--- config.mk ---
export PLATFORM = sky130hd
export DESIGN_NAME = lcd_spi_rx
export DESIGN_NICKNAME = d
export VERILOG_FILES = /design/src/rtl/lcd_spi_rx.sv
export SDC_FILE = /design/constraint.sdc
export NUM_CORES = 1
export LEC_CHECK = 0
export ABC_CLOCK_PERIOD_IN_PS = 2900
export CAP_MARGIN = 20
export CORE_ASPECT_RATIO = 1.2
export CORE_UTILIZATION = 57
export CTS_CLUSTER_DIAMETER = 200
export DETAILED_ROUTE_END_ITERATION = 10
export GPL_TIMING_DRIVEN = 0
export MAX_ROUTING_LAYER = met4
export PLACE_DENSITY = 0.78
export SETUP_SLACK_MARGIN = 0.4
export SYNTH_ARGS = -nofsm -noshare
export SYNTH_HDL_FRONTEND = slang
export SYNTH_SLANG_ARGS = --single-unit
export TNS_END_PERCENT = 50
--- constraint.sdc ---
create_clock -name Bus2IP_Clk -period 2.9 [get_ports Bus2IP_Clk]
set_clock_uncertainty 0.15 [all_clocks]
set_input_delay 0.58 -clock Bus2IP_Clk [delete_from_list [all_inputs] [get_ports Bus2IP_Clk]]
set_output_delay 0.58 -clock Bus2IP_Clk [all_outputs]
set_load 0.02 [all_outputs]
--- src/rtl/lcd_spi_rx.sv ---
//------------------------------------------------------------------------------
// Module      : lcd_spi_rx
// Description : Oversampled mode-0 SPI slave receiver with FWFT frame FIFO,
//               sticky overrun / framing-error flags and a registered IRQ.
// Revision    : 1.0 - initial release
//------------------------------------------------------------------------------
`default_nettype none

module lcd_spi_rx #(
    parameter int FRAME_BITS = 9,
    parameter int FIFO_DEPTH = 4
) (
    input  logic                  Bus2IP_Clk,
    input  logic                  Bus2IP_Reset,
    input  logic                  i_spi_sck,
    input  logic                  i_spi_mosi,
    input  logic                  i_spi_ss_n,
    output logic [FRAME_BITS-1:0] o_rx_data,
    output logic                  o_rx_valid,
    input  logic                  i_rx_ready,
    input  logic                  i_irq_en,
    input  logic                  i_clr,
    output logic                  o_busy,
    output logic                  o_ovr,
    output logic                  o_frm_err,
    output logic                  o_irq
);

    localparam int c_addr_w = $clog2(FIFO_DEPTH);
    localparam int c_cnt_w  = $clog2(FRAME_BITS);
    localparam logic [c_cnt_w-1:0]  c_cnt_last = c_cnt_w'(FRAME_BITS - 1);
    localparam logic [c_cnt_w-1:0]  c_cnt_one  = c_cnt_w'(1);
    localparam logic [c_addr_w:0]   c_ptr_one  = (c_addr_w + 1)'(1);

    typedef enum logic [0:0] {
        ST_IDLE  = 1'b0,
        ST_SHIFT = 1'b1
    } state_t;

    state_t                state_q, state_d;
    logic                  sck_m_q, sck_m_d, sck_s_q, sck_s_d, sck_h_q, sck_h_d;
    logic                  mosi_m_q, mosi_m_d, mosi_s_q, mosi_s_d;
    logic                  ss_m_q, ss_m_d, ss_s_q, ss_s_d;
    logic                  busy_q, busy_d;
    logic [c_cnt_w-1:0]    bit_cnt_q, bit_cnt_d;
    logic [FRAME_BITS-1:0] shreg_q, shreg_d;
    logic [c_addr_w:0]     wr_ptr_q, wr_ptr_d, rd_ptr_q, rd_ptr_d;
    logic                  ovr_q, ovr_d, frm_err_q, frm_err_d, irq_q, irq_d;
    logic [FRAME_BITS-1:0] mem_q [FIFO_DEPTH];

    logic w_sck_rise, w_push, w_frm_set, w_empty, w_full, w_pop, w_do_push, w_ovr_set;

    assign w_sck_rise = sck_s_q & ~sck_h_q;
    assign w_empty    = (wr_ptr_q == rd_ptr_q);
    assign w_full     = (wr_ptr_q[c_addr_w] != rd_ptr_q[c_addr_w]) &&
                        (wr_ptr_q[c_addr_w-1:0] == rd_ptr_q[c_addr_w-1:0]);
    assign w_pop      = ~w_empty & i_rx_ready;
    // A pop in the same cycle frees the slot, so a push onto a full FIFO still lands.
    assign w_do_push  = w_push & (~w_full | w_pop);
    assign w_ovr_set  = w_push & w_full & ~w_pop;

    always_comb begin
        sck_m_d   = i_spi_sck;
        sck_s_d   = sck_m_q;
        sck_h_d   = sck_s_q;
        mosi_m_d  = i_spi_mosi;
        mosi_s_d  = mosi_m_q;
        ss_m_d    = i_spi_ss_n;
        ss_s_d    = ss_m_q;
        busy_d    = ~ss_s_d;
        state_d   = state_q;
        bit_cnt_d = bit_cnt_q;
        shreg_d   = shreg_q;
        w_push    = 1'b0;
        w_frm_set = 1'b0;

        case (state_q)
            ST_IDLE: begin
                bit_cnt_d = '0;
                if (!ss_s_q) state_d = ST_SHIFT;
            end
            ST_SHIFT: begin
                // Slave-select release takes precedence over a coincident SCK edge.
                if (ss_s_q) begin
                    state_d   = ST_IDLE;
                    bit_cnt_d = '0;
                    w_frm_set = (bit_cnt_q != '0);
                end else if (w_sck_rise) begin
                    shreg_d = {shreg_q[FRAME_BITS-2:0], mosi_s_q};
                    if (bit_cnt_q == c_cnt_last) begin
                        bit_cnt_d = '0;
                        w_push    = 1'b1;
                    end else begin
                        bit_cnt_d = bit_cnt_q + c_cnt_one;
                    end
                end
            end
            default: state_d = ST_IDLE;
        endcase

        wr_ptr_d  = w_do_push ? wr_ptr_q + c_ptr_one : wr_ptr_q;
        rd_ptr_d  = w_pop     ? rd_ptr_q + c_ptr_one : rd_ptr_q;
        ovr_d     = w_ovr_set | (ovr_q & ~i_clr);
        frm_err_d = w_frm_set | (frm_err_q & ~i_clr);
        irq_d     = ((wr_ptr_d != rd_ptr_d) & i_irq_en) | ovr_d | frm_err_d;
    end

    always_ff @(posedge Bus2IP_Clk or posedge Bus2IP_Reset) begin
        if (Bus2IP_Reset) begin
            state_q   <= ST_IDLE;
            sck_m_q   <= 1'b0;
            sck_s_q   <= 1'b0;
            sck_h_q   <= 1'b0;
            mosi_m_q  <= 1'b0;
            mosi_s_q  <= 1'b0;
            ss_m_q    <= 1'b1;
            ss_s_q    <= 1'b1;
            busy_q    <= 1'b0;
            bit_cnt_q <= '0;
            shreg_q   <= '0;
            wr_ptr_q  <= '0;
            rd_ptr_q  <= '0;
            ovr_q     <= 1'b0;
            frm_err_q <= 1'b0;
            irq_q     <= 1'b0;
        end else begin
            state_q   <= state_d;
            sck_m_q   <= sck_m_d;
            sck_s_q   <= sck_s_d;
            sck_h_q   <= sck_h_d;
            mosi_m_q  <= mosi_m_d;
            mosi_s_q  <= mosi_s_d;
            ss_m_q    <= ss_m_d;
            ss_s_q    <= ss_s_d;
            busy_q    <= busy_d;
            bit_cnt_q <= bit_cnt_d;
            shreg_q   <= shreg_d;
            wr_ptr_q  <= wr_ptr_d;
            rd_ptr_q  <= rd_ptr_d;
            ovr_q     <= ovr_d;
            frm_err_q <= frm_err_d;
            irq_q     <= irq_d;
        end
    end

    always_ff @(posedge Bus2IP_Clk) begin
        if (w_do_push) mem_q[wr_ptr_q[c_addr_w-1:0]] <= shreg_d;
    end

    // Data is forced to zero while empty so stale entries never show after reset.
    assign o_rx_data  = w_empty ? '0 : mem_q[rd_ptr_q[c_addr_w-1:0]];
    assign o_rx_valid = ~w_empty;
    assign o_busy     = busy_q;
    assign o_ovr      = ovr_q;
    assign o_frm_err  = frm_err_q;
    assign o_irq      = irq_q;

endmodule

`default_nettype wire
Word level (Yosys, flattened, before mapping)
Memory sizes are Yosys's and may differ from the RTL's.
Index checks and enable logic that the tools add are counted.
{ "classes": {"addsub": 3, "n_bitwise": 20, "mux": 19, "n_reduce_logical": 2, "n_eq_ne": 6} }
{ "op_table": {"columns": ["op", "n"], "rows": [
  ["2-to-1 mux 9 bit", 4],
  ["2-to-1 mux 4 bit", 3],
  ["2-to-1 mux 1 bit", 9],
  ["bitwise AND 1 bit", 8],
  ["case mux 4 bit (2 select lines)", 1],
  ["inverter 1 bit", 7],
  ["adder 3 x 1 -> 3 bit (second input constant)", 2],
  ["2-to-1 mux 3 bit", 2],
  ["bitwise OR 1 bit", 5],
  ["adder 4 x 1 -> 4 bit (second input constant)", 1],
  ["== test 4 bit (second input constant)", 1],
  ["nonzero test 4 bit", 1],
  ["== test 3 bit", 1],
  ["inequality test 3 x 1 -> 1 bit (second input constant)", 1],
  ["inequality test 3 bit", 1],
  ["== test 2 bit", 1],
  ["logical AND 1 bit", 1],
  ["inequality test 1 bit", 1]
]} }
{ "totals": {"ram_bits": 36, "reg_bits": 31, "word_cells": 67, "out_inout_bits": 14, "n_memories": 1, "inputBits": 8} }
{ "mem_list": {"columns": ["name", "depth", "width", "read_ports", "rd_clocked_by_memory_dff", "write_ports", "line_no", "text"], "rows": [
  ["mem_q", 4, 9, 1, 0, 1, "49", "logic [FRAME_BITS-1:0] mem_q [FIFO_DEPTH];"]
]} }

Logic depth before layout (Yosys ltp)
Gate-level depths: netlist of run 1.
{ "logic_depth": {"ltp_word": 11, "ltp_mapped": 7, "depth_no_buf": 7} }

Worst setup path before layout of run 1
OpenSTA, ideal clock, no wires.
{ "synth_timing": {"path_kind": "register to output", "from": "reg wr_ptr_q[0]", "to": "out o_rx_valid", "stages_incl_launch_ff": 4, "n_path_buf": 0, "arrival_time_ps": 1505, "required_ps": 2170, "slack_ps": 665, "cell_sequence": "dfrtp_1 xor2_1 nor3_1 inv_1"} }
{ "synth_between": {"elab_chain_cells": 2} }
{ "synth_lines": {"columns": ["element", "line_no", "text"], "rows": [
  ["start, declared", "47", "logic [c_addr_w:0] wr_ptr_q, wr_ptr_d, rd_ptr_q, rd_ptr_d;"],
  ["start signal, assigned", "138", "wr_ptr_q <= wr_ptr_d;"],
  ["== test 3 bit", "54", "assign w_empty = (wr_ptr_q == rd_ptr_q);"],
  ["inverter 1 bit", "152", "assign o_rx_valid = ~w_empty;"],
  ["end, declared", "19", "output logic o_rx_valid,"]
]} }
No other way between the ends.

Worst setup path after layout of run 1
{ "layout_timing": {"from": "reg rd_ptr_q[0]", "to": "out o_rx_data[3]"} }
{ "layout_between": {"elab_chain_cells": 2, "elab_cells_between_ends": 3, "classes_between": "eq/ne: 1; mux: 1; memory: 1"} }
{ "layout_lines": {"columns": ["element", "line_no", "text"], "rows": [
  ["start, declared", "47", null],
  ["start signal, assigned", "139", "rd_ptr_q <= rd_ptr_d;"],
  ["memory read (4 x 9 bit) or == test 3 bit (tied branches)", null, null],
  ["2-to-1 mux 9 bit *", "151", "assign o_rx_data = w_empty ? '0 : mem_q[rd_ptr_q[c_addr_w-1:0]];"],
  ["end, declared", "18", "output logic [FRAME_BITS-1:0] o_rx_data,"]
]} }
Every way passes the cells marked *; elsewhere a longest branch is shown, timed or not.

==> impl_metrics.ini, run 1 <==
[outcome]
status = finished, final reports clean

[floorplanning]
die_y_um = 78.99
num_rows = 27
io_pins = 22
dieWidth_um = 66.16
placeableCoreArea_um2 = 4662
die-area_um2 = 5225
start_util_pct = 60.39

[power_and_ir_drop]
p_comb_share_pct = 32.0
p_switching_w = 0.0008422
switching_share_pct = 30.73
p_int_w = 0.001899
seqPwrFrac_pct = 42.5
ir_drop_uv = 501.3
p_per_area_nw_per_um2 = 808.0
clockPowerShare_pct = 25.5
p_leak_nw = 1.361

[layout]
syn_to_final_growth_pct = 20.49
drive_gt1_share_pct = 26.46
antennaDiodeCount = 0
finalInstanceArea_um2 = 3392
layout.nets = 233

[grt]
grt_max_degree = 26
track_usage_pct = 23.98
grt_pass1_vias = 1742
grt_pass1_wl_mm = 8.487
grt_remaining_overflow = 0
antenna_found_initial = 0

[sta]
worst_pin_slew_ns = 0.5926
finalCriticalPeriod_ns = 2.581
hold_slack_ns = 0.2088
hold_viol_final = 0
finalSetupViolations = 0
drv_slew = 0
fmax_mhz = 387.4
fin_crit_sh_pct = 89.02
max_slew_margin_pct = 60.49
rsz0062_at_grt = yes

[setup_path]
crit_chain = buf_4 > xor2_4 > nor3_4 > buf_6 > nor2b_1 > dlygate4sd2_1
crit_path_start_kind = register
rr_endpoint = mem_q[1][3]
cp_num_buf_inv = 3
path_depth = 6
path_max_fanout = 8
r2r_cells = 6
ff2ff_setup_slack_ns = 0.55
max_stage_delay_ns = 0.42
worstPathArrival_ns = 1.85
reg2reg_from = bit_cnt_q[0]
critPathTopFamily = buffers and inverters
critPathRequiredTime_ns = 2.17
cp-end-kind = output port
slowest_stage = dfrtp_2
critPathKind = register to output port

[synthesis]
seq_area_frac_synth_pct = 66.04
synthFlopType = edfxtp_1
synth_edf_count = 36
netlist_instances = 181
syn_area_per_cell_um2 = 15.55
synthDistinctLibCells = 40
synth_top_area_share_pct = 38.40
synth.top_cells.by_count = edfxtp_1 (36), dfrtp_1 (29), inv_1 (11), nor2b_1 (10)
yosysMostFrequentCell = edfxtp_1
yosysTopAreaCell = edfxtp_1
ys_ff_latch = 67
ys_warn_count = 0
synthArstFlopShare_pct = 46.27
synthTopCellsByArea = edfxtp_1 (38%), dfrtp_1 (26%), mux4_2 (7.2%)
syn_nets = 196
synth_area_um2 = 2815

[drt]
drc = 0
first_pass_iters = 4
drtIter0Drc = 116
via_per_inst = 5.897
wl_met2_mm = 3.120
routed-via-count = 1657
wl_met1_mm = 1.999
dr_wl_met3_um = 185
wirelength_mm = 5.377
final_antenna_net_count = 0
highest_layer = met4
wl_per_cell_um = 19.14

[place]
io_buffers = 20
dp_hpwl_mm = 3.580
gp_congestion = 0.8321
post_dp_cell_area_um2 = 3120

[clock_tree]
cts_tree = built
insertion_delay_ns = 0.33
clkTransAtPathRegs_ns = 0.07
cts_inserted_buffers = 9
clock_path_buffers = 2
cts_htree_levels = 3
clock_sinks = 67
cts_root_buffer = clkbuf_8

[min_path]
worstHoldStart = sck_m_q
holdPathStages = 0
min_to = sck_h_d
hold_class = register to register

[run]
maxCapViolCount = 0
==> registers in the layout, indices dropped and copies added, names as in the netlist <==
name / cells
mem_q: 36
shreg_q: 9
bit_cnt_q: 4
rd_ptr_q: 3
wr_ptr_q: 3
mosi_m_q: 1
mosi_s_q: 1
o_busy: 1
o_frm_err: 1
o_irq: 1
o_ovr: 1
sck_h_d: 1
sck_h_q: 1
sck_m_q: 1
ss_m_q: 1
ss_s_q: 1
state_q: 1
==> power by group through the flow <==
stage,Combinational (W),Clock (W),Sequential (W)
CTS,0.000849,0.000707,0.00116
detailed placement,0.000795,0,0.00117
finish,0.000878,0.000699,0.00116
global placement,0.000746,0,0.00117
global route,0.000940,0.000745,0.00117
floorplan,0.000525,0,0.00117
==> routing by layer <==
| metal | up-vias | global-route usage (%) |
|---|---|---|
| li1 | 746 | - |
| met1 | 856 | 24.95 |
| met2 | 46 | 40.10 |
| met3 | 9 | 6.466 |
| met4 | 0 | 14.26 |
| met5 | - | - |
==> repair_timing <==
item,4_1_cts,5_1_grt
endpoints found under the setup margin,38,11
endpoints found under the hold margin,0,0
hold buffers,0,0
cloned,0,0
setup buffers,4,0
gates resized for setup,31,17
pin swaps,2,1
==> layout by cell type (no fill, tap or decap), types with 8 or more instances in the layout <==
| cell | count |
|---|---|
| edfxtp_1 | 36 |
| dfrtp_1 | 25 |
| inv_1 | 11 |
| nor2b_1 | 10 |
| clkbuf_8 | 10 |
| clkdlybuf4s50_1 | 10 |
| mux4_2 | 9 |
| mux2_2 | 9 |
| nor2_1 | 8 |
==> cell families after synthesis <==
group / count (synthesis) / share of synthesized area (%)
flops: 67 / 66.04
simple gates: 42 / 8.845
compound gates: 21 / 5.156
mux: 18 / 10.80
buf+inv: 16 / 2.177
xor+xnor: 10 / 3.867
fa+ha+maj: 7 / 3.111
==> how the worst max path moves through the flow <==
stage                     slack (ns)           end   startpoint
final                           0.32  o_rx_data[3]  rd_ptr_q[0]
after global routing            0.27  o_rx_data[3]  rd_ptr_q[0]
after CTS                       0.31  o_rx_data[3]  rd_ptr_q[0]
after detailed placement        0.06  o_rx_data[3]  rd_ptr_q[1]
after global placement         -0.19    o_rx_valid  wr_ptr_q[0]
after floorplan                 0.67    o_rx_valid  wr_ptr_q[0]
==> stage by stage <==
stage	power, W	TNS [ns]	setup slack [ns]	utilization (%)	cells
after global placement	0.001911	-1.469	-0.1909	66.24	259
after CTS	0.002716	0	0.3092	72.60	281
final	0.002741	0	0.3185	72.76	281
after global routing	0.002858	0	0.2674	72.76	281
after floorplan	0.001693	0	0.6652	-	181
after detailed placement	0.001968	0	0.05854	66.94	261
==> layout make-up <==
class	count	area, um^2
Clock inverter	5	45.04
Clock buffer	11	131.4
Fill cell	276	1270
Sequential cell	67	1864
Buffer	5	45.04
Tap cell	58	72.57
Timing Repair Buffer	26	245.2
Inverter	11	41.29
Multi-Input combinational cell	98	947.2
(Power assumes the default switching activity.)
==> inputs of run 2 (changes only) <==
GPL_ROUTABILITY_DRIVEN = 1   (was unset)
==> results of run 2 <==
The final DEF is identical to that of run 1; final timing and power are the same.
